==> src/rtl/tt_uart_top.sv <==
// Full-duplex UART with runtime frame format (5-8 data bits, none/odd/even parity, 1/2 stops).
// TX and RX are both timed by an external 16x baud tick on ui_in[2]; rst_n is active-high despite its name.
//
// state  | meaning
// IDLE   | line idle; TX waits for tx_start, RX waits for a low line
// START  | start bit (RX: half-bit wait, then false-start check)
// DATA   | data bits, LSB first
// PARITY | optional parity bit
// STOP   | stop bit(s); RX completes the frame at the first stop's mid-bit
module tt_uart_top #(
  parameter int OVERSAMPLE = 16
) (
  input  logic       clk,
  input  logic       rst_n,
  input  logic       ena,
  input  logic [7:0] ui_in,
  input  logic [7:0] uio_in,
  output logic [7:0] uo_out,
  output logic [7:0] uio_out,
  output logic [7:0] uio_oe
);

  localparam int CW = $clog2(2 * OVERSAMPLE);
  localparam logic [CW-1:0] BIT_TC   = CW'(OVERSAMPLE - 1);
  localparam logic [CW-1:0] HALF_TC  = CW'(OVERSAMPLE / 2 - 1);
  localparam logic [CW-1:0] STOP2_TC = CW'(2 * OVERSAMPLE - 1);

  typedef enum logic [2:0] {
    IDLE   = 3'd0,
    START  = 3'd1,
    DATA   = 3'd2,
    PARITY = 3'd3,
    STOP   = 3'd4
  } uart_state_t;

  function automatic logic [7:0] data_mask(input logic [1:0] nb);
    return 8'hFF >> (2'd3 - nb);
  endfunction

  function automatic logic [2:0] last_idx(input logic [1:0] nb);
    return 3'd4 + {1'b0, nb};
  endfunction

  function automatic logic [CW-1:0] stop_tc(input logic two);
    return two ? STOP2_TC : BIT_TC;
  endfunction

  logic rst;
  logic tick;
  logic tx_start;
  logic unused_ena;

  assign rst        = rst_n;
  assign tick       = ui_in[2];
  assign tx_start   = ui_in[1];
  assign unused_ena = ena;

  // ---------------- transmitter ----------------
  uart_state_t   tx_state, tx_state_d;
  logic [CW-1:0] tx_cnt_q, tx_cnt_d;
  logic [2:0]    tx_idx_q, tx_idx_d;
  logic [7:0]    tx_sh_q, tx_sh_d;
  logic          tx_par_q, tx_par_d;
  logic          tx_stop2_q, tx_stop2_d;
  logic          tx_pdis_q, tx_pdis_d;
  logic [1:0]    tx_nb_q, tx_nb_d;
  logic          tx_q, tx_d;

  always_ff @(posedge clk or posedge rst) begin
    if (rst) begin
      tx_state   <= IDLE;
      tx_cnt_q   <= '0;
      tx_idx_q   <= '0;
      tx_sh_q    <= '0;
      tx_par_q   <= 1'b0;
      tx_stop2_q <= 1'b0;
      tx_pdis_q  <= 1'b0;
      tx_nb_q    <= '0;
      tx_q       <= 1'b1;
    end else begin
      tx_state   <= tx_state_d;
      tx_cnt_q   <= tx_cnt_d;
      tx_idx_q   <= tx_idx_d;
      tx_sh_q    <= tx_sh_d;
      tx_par_q   <= tx_par_d;
      tx_stop2_q <= tx_stop2_d;
      tx_pdis_q  <= tx_pdis_d;
      tx_nb_q    <= tx_nb_d;
      tx_q       <= tx_d;
    end
  end

  always_comb begin
    tx_state_d = tx_state;
    tx_cnt_d   = tx_cnt_q;
    tx_idx_d   = tx_idx_q;
    tx_sh_d    = tx_sh_q;
    tx_par_d   = tx_par_q;
    tx_stop2_d = tx_stop2_q;
    tx_pdis_d  = tx_pdis_q;
    tx_nb_d    = tx_nb_q;
    case (tx_state)
      IDLE: begin
        if (tx_start) begin
          // Parity is fixed at latch time so later config changes cannot alter it.
          tx_sh_d    = uio_in & data_mask(ui_in[4:3]);
          tx_par_d   = (^(uio_in & data_mask(ui_in[4:3]))) ^ ~ui_in[5];
          tx_nb_d    = ui_in[4:3];
          tx_pdis_d  = ui_in[6];
          tx_stop2_d = ui_in[7];
          tx_cnt_d   = BIT_TC;
          tx_state_d = START;
        end
      end
      START: begin
        if (tick) begin
          if (tx_cnt_q == '0) begin
            tx_state_d = DATA;
            tx_cnt_d   = BIT_TC;
            tx_idx_d   = '0;
          end else begin
            tx_cnt_d = tx_cnt_q - CW'(1);
          end
        end
      end
      DATA: begin
        if (tick) begin
          if (tx_cnt_q == '0) begin
            tx_sh_d = tx_sh_q >> 1;
            if (tx_idx_q == last_idx(tx_nb_q)) begin
              tx_state_d = tx_pdis_q ? STOP : PARITY;
              tx_cnt_d   = tx_pdis_q ? stop_tc(tx_stop2_q) : BIT_TC;
            end else begin
              tx_idx_d = tx_idx_q + 3'd1;
              tx_cnt_d = BIT_TC;
            end
          end else begin
            tx_cnt_d = tx_cnt_q - CW'(1);
          end
        end
      end
      PARITY: begin
        if (tick) begin
          if (tx_cnt_q == '0) begin
            tx_state_d = STOP;
            tx_cnt_d   = stop_tc(tx_stop2_q);
          end else begin
            tx_cnt_d = tx_cnt_q - CW'(1);
          end
        end
      end
      STOP: begin
        if (tick) begin
          if (tx_cnt_q == '0) tx_state_d = IDLE;
          else                tx_cnt_d   = tx_cnt_q - CW'(1);
        end
      end
      default: tx_state_d = IDLE;
    endcase

    case (tx_state_d)
      START:   tx_d = 1'b0;
      DATA:    tx_d = tx_sh_d[0];
      PARITY:  tx_d = tx_par_d;
      default: tx_d = 1'b1;
    endcase
  end

  // ---------------- receiver ----------------
  uart_state_t   rx_state, rx_state_d;
  logic          rx_meta_q, rx_sync_q;
  logic [CW-1:0] rx_cnt_q, rx_cnt_d;
  logic [2:0]    rx_idx_q, rx_idx_d;
  logic [7:0]    rx_sh_q, rx_sh_d;
  logic          rx_even_q, rx_even_d;
  logic          rx_pdis_q, rx_pdis_d;
  logic [1:0]    rx_nb_q, rx_nb_d;
  logic          rx_perr_q, rx_perr_d;
  logic [7:0]    rx_data, rx_data_d;
  logic          rx_rdy_q, rx_rdy_d;
  logic          rx_err_q, rx_err_d;

  always_ff @(posedge clk or posedge rst) begin
    if (rst) begin
      rx_meta_q <= 1'b1;
      rx_sync_q <= 1'b1;
      rx_state  <= IDLE;
      rx_cnt_q  <= '0;
      rx_idx_q  <= '0;
      rx_sh_q   <= '0;
      rx_even_q <= 1'b0;
      rx_pdis_q <= 1'b0;
      rx_nb_q   <= '0;
      rx_perr_q <= 1'b0;
      rx_data   <= '0;
      rx_rdy_q  <= 1'b0;
      rx_err_q  <= 1'b0;
    end else begin
      rx_meta_q <= ui_in[0];
      rx_sync_q <= rx_meta_q;
      rx_state  <= rx_state_d;
      rx_cnt_q  <= rx_cnt_d;
      rx_idx_q  <= rx_idx_d;
      rx_sh_q   <= rx_sh_d;
      rx_even_q <= rx_even_d;
      rx_pdis_q <= rx_pdis_d;
      rx_nb_q   <= rx_nb_d;
      rx_perr_q <= rx_perr_d;
      rx_data   <= rx_data_d;
      rx_rdy_q  <= rx_rdy_d;
      rx_err_q  <= rx_err_d;
    end
  end

  always_comb begin
    rx_state_d = rx_state;
    rx_cnt_d   = rx_cnt_q;
    rx_idx_d   = rx_idx_q;
    rx_sh_d    = rx_sh_q;
    rx_even_d  = rx_even_q;
    rx_pdis_d  = rx_pdis_q;
    rx_nb_d    = rx_nb_q;
    rx_perr_d  = rx_perr_q;
    rx_data_d  = rx_data;
    rx_rdy_d   = 1'b0;
    rx_err_d   = rx_err_q;
    case (rx_state)
      IDLE: begin
        if (!rx_sync_q) begin
          rx_state_d = START;
          rx_cnt_d   = HALF_TC;
          rx_nb_d    = ui_in[4:3];
          rx_even_d  = ui_in[5];
          rx_pdis_d  = ui_in[6];
          rx_sh_d    = '0;
          rx_perr_d  = 1'b0;
        end
      end
      START: begin
        if (tick) begin
          if (rx_cnt_q == '0) begin
            rx_state_d = rx_sync_q ? IDLE : DATA;
            rx_cnt_d   = BIT_TC;
            rx_idx_d   = '0;
          end else begin
            rx_cnt_d = rx_cnt_q - CW'(1);
          end
        end
      end
      DATA: begin
        if (tick) begin
          if (rx_cnt_q == '0) begin
            // Shift register was cleared at START, so unused upper bits stay zero.
            rx_sh_d  = rx_sh_q | (8'(rx_sync_q) << rx_idx_q);
            rx_cnt_d = BIT_TC;
            if (rx_idx_q == last_idx(rx_nb_q)) rx_state_d = rx_pdis_q ? STOP : PARITY;
            else                               rx_idx_d   = rx_idx_q + 3'd1;
          end else begin
            rx_cnt_d = rx_cnt_q - CW'(1);
          end
        end
      end
      PARITY: begin
        if (tick) begin
          if (rx_cnt_q == '0) begin
            rx_perr_d  = rx_sync_q ^ (^rx_sh_q) ^ ~rx_even_q;
            rx_cnt_d   = BIT_TC;
            rx_state_d = STOP;
          end else begin
            rx_cnt_d = rx_cnt_q - CW'(1);
          end
        end
      end
      STOP: begin
        if (tick) begin
          if (rx_cnt_q == '0) begin
            rx_data_d  = rx_sh_q;
            rx_rdy_d   = 1'b1;
            rx_err_d   = rx_perr_q | ~rx_sync_q;
            rx_state_d = IDLE;
          end else begin
            rx_cnt_d = rx_cnt_q - CW'(1);
          end
        end
      end
      default: rx_state_d = IDLE;
    endcase
  end

  assign uo_out  = {4'b0000, rx_err_q, rx_rdy_q, (tx_state != IDLE), tx_q};
  assign uio_out = 8'h00;
  assign uio_oe  = 8'h00;

endmodule

==> config.mk <==
export PLATFORM = sky130hd
export DESIGN_NAME = tt_uart_top
export DESIGN_NICKNAME = d
export VERILOG_FILES = /design/src/rtl/tt_uart_top.sv
export SDC_FILE = /design/constraint.sdc
export NUM_CORES = 1
export LEC_CHECK = 0
export BUFFER_PORTS_ARGS = -buffer_cell sky130_fd_sc_hd__buf_2
export CAP_MARGIN = 20
export CELL_PAD_IN_SITES_DETAIL_PLACEMENT = 1
export CELL_PAD_IN_SITES_GLOBAL_PLACEMENT = 1
export CORE_MARGIN = 3
export CORE_UTILIZATION = 47
export CTS_CLUSTER_DIAMETER = 30
export CTS_CLUSTER_SIZE = 12
export DETAILED_ROUTE_END_ITERATION = 12
export GPL_ROUTABILITY_DRIVEN = 0
export PLACE_DENSITY_LB_ADDON = 0.1
export RECOVER_POWER = 25
export SLEW_MARGIN = 20
export SYNTH_ARGS = -nofsm -noshare
export SYNTH_HDL_FRONTEND = slang
export SYNTH_SLANG_ARGS = --single-unit
==> constraint.sdc <==
create_clock -name clk -period 3.8 [get_ports clk]
set_input_delay 0.95 -clock clk [delete_from_list [all_inputs] [get_ports clk]]
set_output_delay 0.95 -clock clk [all_outputs]
set_load 0.02 [all_outputs]
==> impl_metrics.csv <==
group,metric,value,unit
run_status,status,"finished, final reports clean",
placement,place_area,3060,µm²
clock_network,clk_pin_slew_worst_paths,100,ps
detailed_routing,vias,2294,
layout,final_core_util,0.519,
logic_synthesis,yosysTopAreaCell,"dfrtp_1",
floorplan,start_util,0.494,
clock_network,htreeDepth,2,
clock_network,cts.sink_count,53,
critical_path,r2r_slack,1210,ps
timing,fin_setup_tns,0,ps
logic_synthesis,ys_ff_latch,53,
power_and_ir_drop,p_per_area,634,nW/µm²
clock_network,cts_resized,0,
critical_path,end_kind,"register",
detailed_routing,drc,0,
layout,drive_above_1_share,0.146,
global_route,overflow,0,
global_route,met2_usage,0.317,
global_route,grt_max_degree,38,
timing,fmax,0.387,GHz
timing,rsz0062_at_grt,"false",
detailed_routing,drtIter0Drc,107,
critical_path,start_kind,"register",
timing,fin_crit_sh,0.680,
critical_path,critPathRequiredTime,4010,ps
critical_path,worstSetupPathType,"register to register",
logic_synthesis,yosys-top-cells-count,"dfrtp_1 (50), nand2_1 (49), o21ai_0 (27)",
timing,maxSlewHeadroom,0.0598,
logic_synthesis,synth.most_common_cell,"dfrtp_1",
logic_synthesis,syn-instance-count,320,
clock_network,cts_buffers,5,
logic_synthesis,synth_area_leaders,"dfrtp_1 (42%), nand2_1 (6.1%), buf_4 (5.8%)",
critical_path,rr_startpoint,"tx_cnt_q[0]",
global_route,grt_pass1_wl,11400,µm
floorplan,ios,43,
layout,fill_cells,716,
floorplan,die-area,7360,µm²
timing,tightestPinTransition,1410,ps
timing,final.setup.worst_slack,1210,ps
detailed_routing,avgRoutedWirePerCell,15.8,µm
floorplan,die_x,85.8,µm
power_and_ir_drop,irDropWorstVdd,0.306,mV
floorplan,fp.dieH,85.8,µm
global_route,grt.busiest_layer,"met2",
timing,layout_min_cycle_time,2590,ps
critical_path,crit_arrival,2790,ps
timing,setup_viol,0,
layout,nets,358,
power_and_ir_drop,total_power,1.99,mW
global_route,met1_usage,0.265,
detailed_routing,avgViaCountPerCell,5.60,
timing,timing.hold.ws,360,ps
power_and_ir_drop,leakage,1.42,nW
clock_network,insertion_delay,320,ps
logic_synthesis,yosysTopAreaCellShare,0.418,
logic_synthesis,synthFlopType,"dfrtp_1",
placement,port_buffers,21,
flow_run,drv_cap,0,
detailed_routing,routed_wl,6470,µm
clock_network,ctsHoldBuffers,0,
clock_network,tritoncts,"yes",
timing,hold_violations,0,
logic_synthesis,synth.avg_cell_area,9.35,µm²
detailed_routing,detail-route-antenna-nets,0,
logic_synthesis,seq_area_frac_synth,0.444,
critical_path,crit_fanout,8,
floorplan,rows,28,
critical_path,cp-startpoint,"tx_cnt_q[0]",
clock_network,root_buffer,"clkbuf_8",
clock_network,cts_setup_buffers,0,
layout,finalInstanceArea,3140,µm²
layout,syn_to_final_growth,5.06,%
detailed_routing,dr.pass1.iters,4,
placement,dp_hpwl,4640,µm
floorplan,core_area,6060,µm²
timing,slew_violations,0,
global_route,antenna_found_initial,0,
timing,skew,13.8,ps
global_route,grt_pass1_vias,2366,
placement,place_inst,402,
logic_synthesis,synthDistinctLibCells,59,
placement,dp_worst_setup_slack,1190,ps
worst_hold_path,hold_start,"rx_meta_q",
logic_synthesis,synth_edf_count,0,
global_route,grtUsageTotal,0.194,
layout,antenna_cells_inserted,0,
clock_network,cts_max_path_buffers,2,
layout,stdcell_count,410,
logic_synthesis,async_flop_share,1.00,
global_route,grtUsageMet3,0.0259,
logic_synthesis,synth-warning-count,0,
logic_synthesis,syn_area,2990,µm²
worst_hold_path,hold_class,"register to register",
report_power, final:
part | leakage (nW) | switching [mW] | internal, mW
clock network | 0.0439 | 0.197 | 0.128
registers | 0.648 | 0.179 | 0.766
logic | 0.730 | 0.380 | 0.344
total | 1.42 | 0.756 | 1.24
flip-flops by register name (all words and copies together) (netlist names), 2 cells and up:
signal    count
rx_state      3
tx_state      3
tx_sh_q       8
tx_cnt_q      5
rx_sh_q       8
rx_idx_q      3
rx_cnt_q      5
tx_idx_q      3
tx_nb_q       2
rx_nb_q       2
cell type report:
| type | instances | area (µm²) | area share |
|---|---|---|---|
| timing repair buffer | 23 | 120 | 0.0382 |
| multi-input combinational | 237 | 1460 | 0.465 |
| inverter | 14 | 52.6 | 0.0167 |
| clock inverter | 3 | 17.5 | 0.00557 |
| tap | 75 | 93.8 | 0.0298 |
| clock buffer | 5 | 68.8 | 0.0219 |
| sequential | 53 | 1330 | 0.423 |
cell usage in the layout (no fill, tap or decap), types with 6 or more instances in the layout:
cell and instances:
conb_1 20, xnor2_1 18, nor2_1 17, buf_2 21, nand2_1 49, dfrtp_1 50, inv_1 14, or3_1 6
nand3_1 10, o21ai_0 27
path summary, 6_finish.rpt:
kind,to,depth (start not counted)
setup / recovery,tx_cnt_q[3],7
hold / removal,rx_sync_q,0
setup reg to reg,tx_cnt_q[3],7
hold reg to reg,rx_sync_q,0
max in group asynchronous,tx_q,3
min in group asynchronous,rx_idx_q[2],2
worst max-delay path, cell delays in order, from the launching register on:
cell and delay, ps:
dfrtp_1 410, inv_1 110, ha_1 200, nor4b_1 700
o21ai_0 270, a21oi_1 510, or3_1 190, nand3_1 70
layer usage:
metal | routed length, µm | vias to the layer above
li1 | - | 1106
met4 | 95 | 0
met3 | 201 | 7
met2 | 3110 | 37
met1 | 3060 | 1144
met5 | 0 | -
cells by family after synthesis:
logic type | count (synthesis) | share of synthesized area
DFF | 53 | 0.444
other | 1 | 0.00125
AOI/OAI and AO/OA | 68 | 0.154
and+or+nand+nor | 115 | 0.194
buffers and inverters | 49 | 0.0911
adders and majority gates | 5 | 0.0209
xor gates and xnor gates | 22 | 0.0690
muxes | 7 | 0.0255
(Power assumes the default switching activity.)
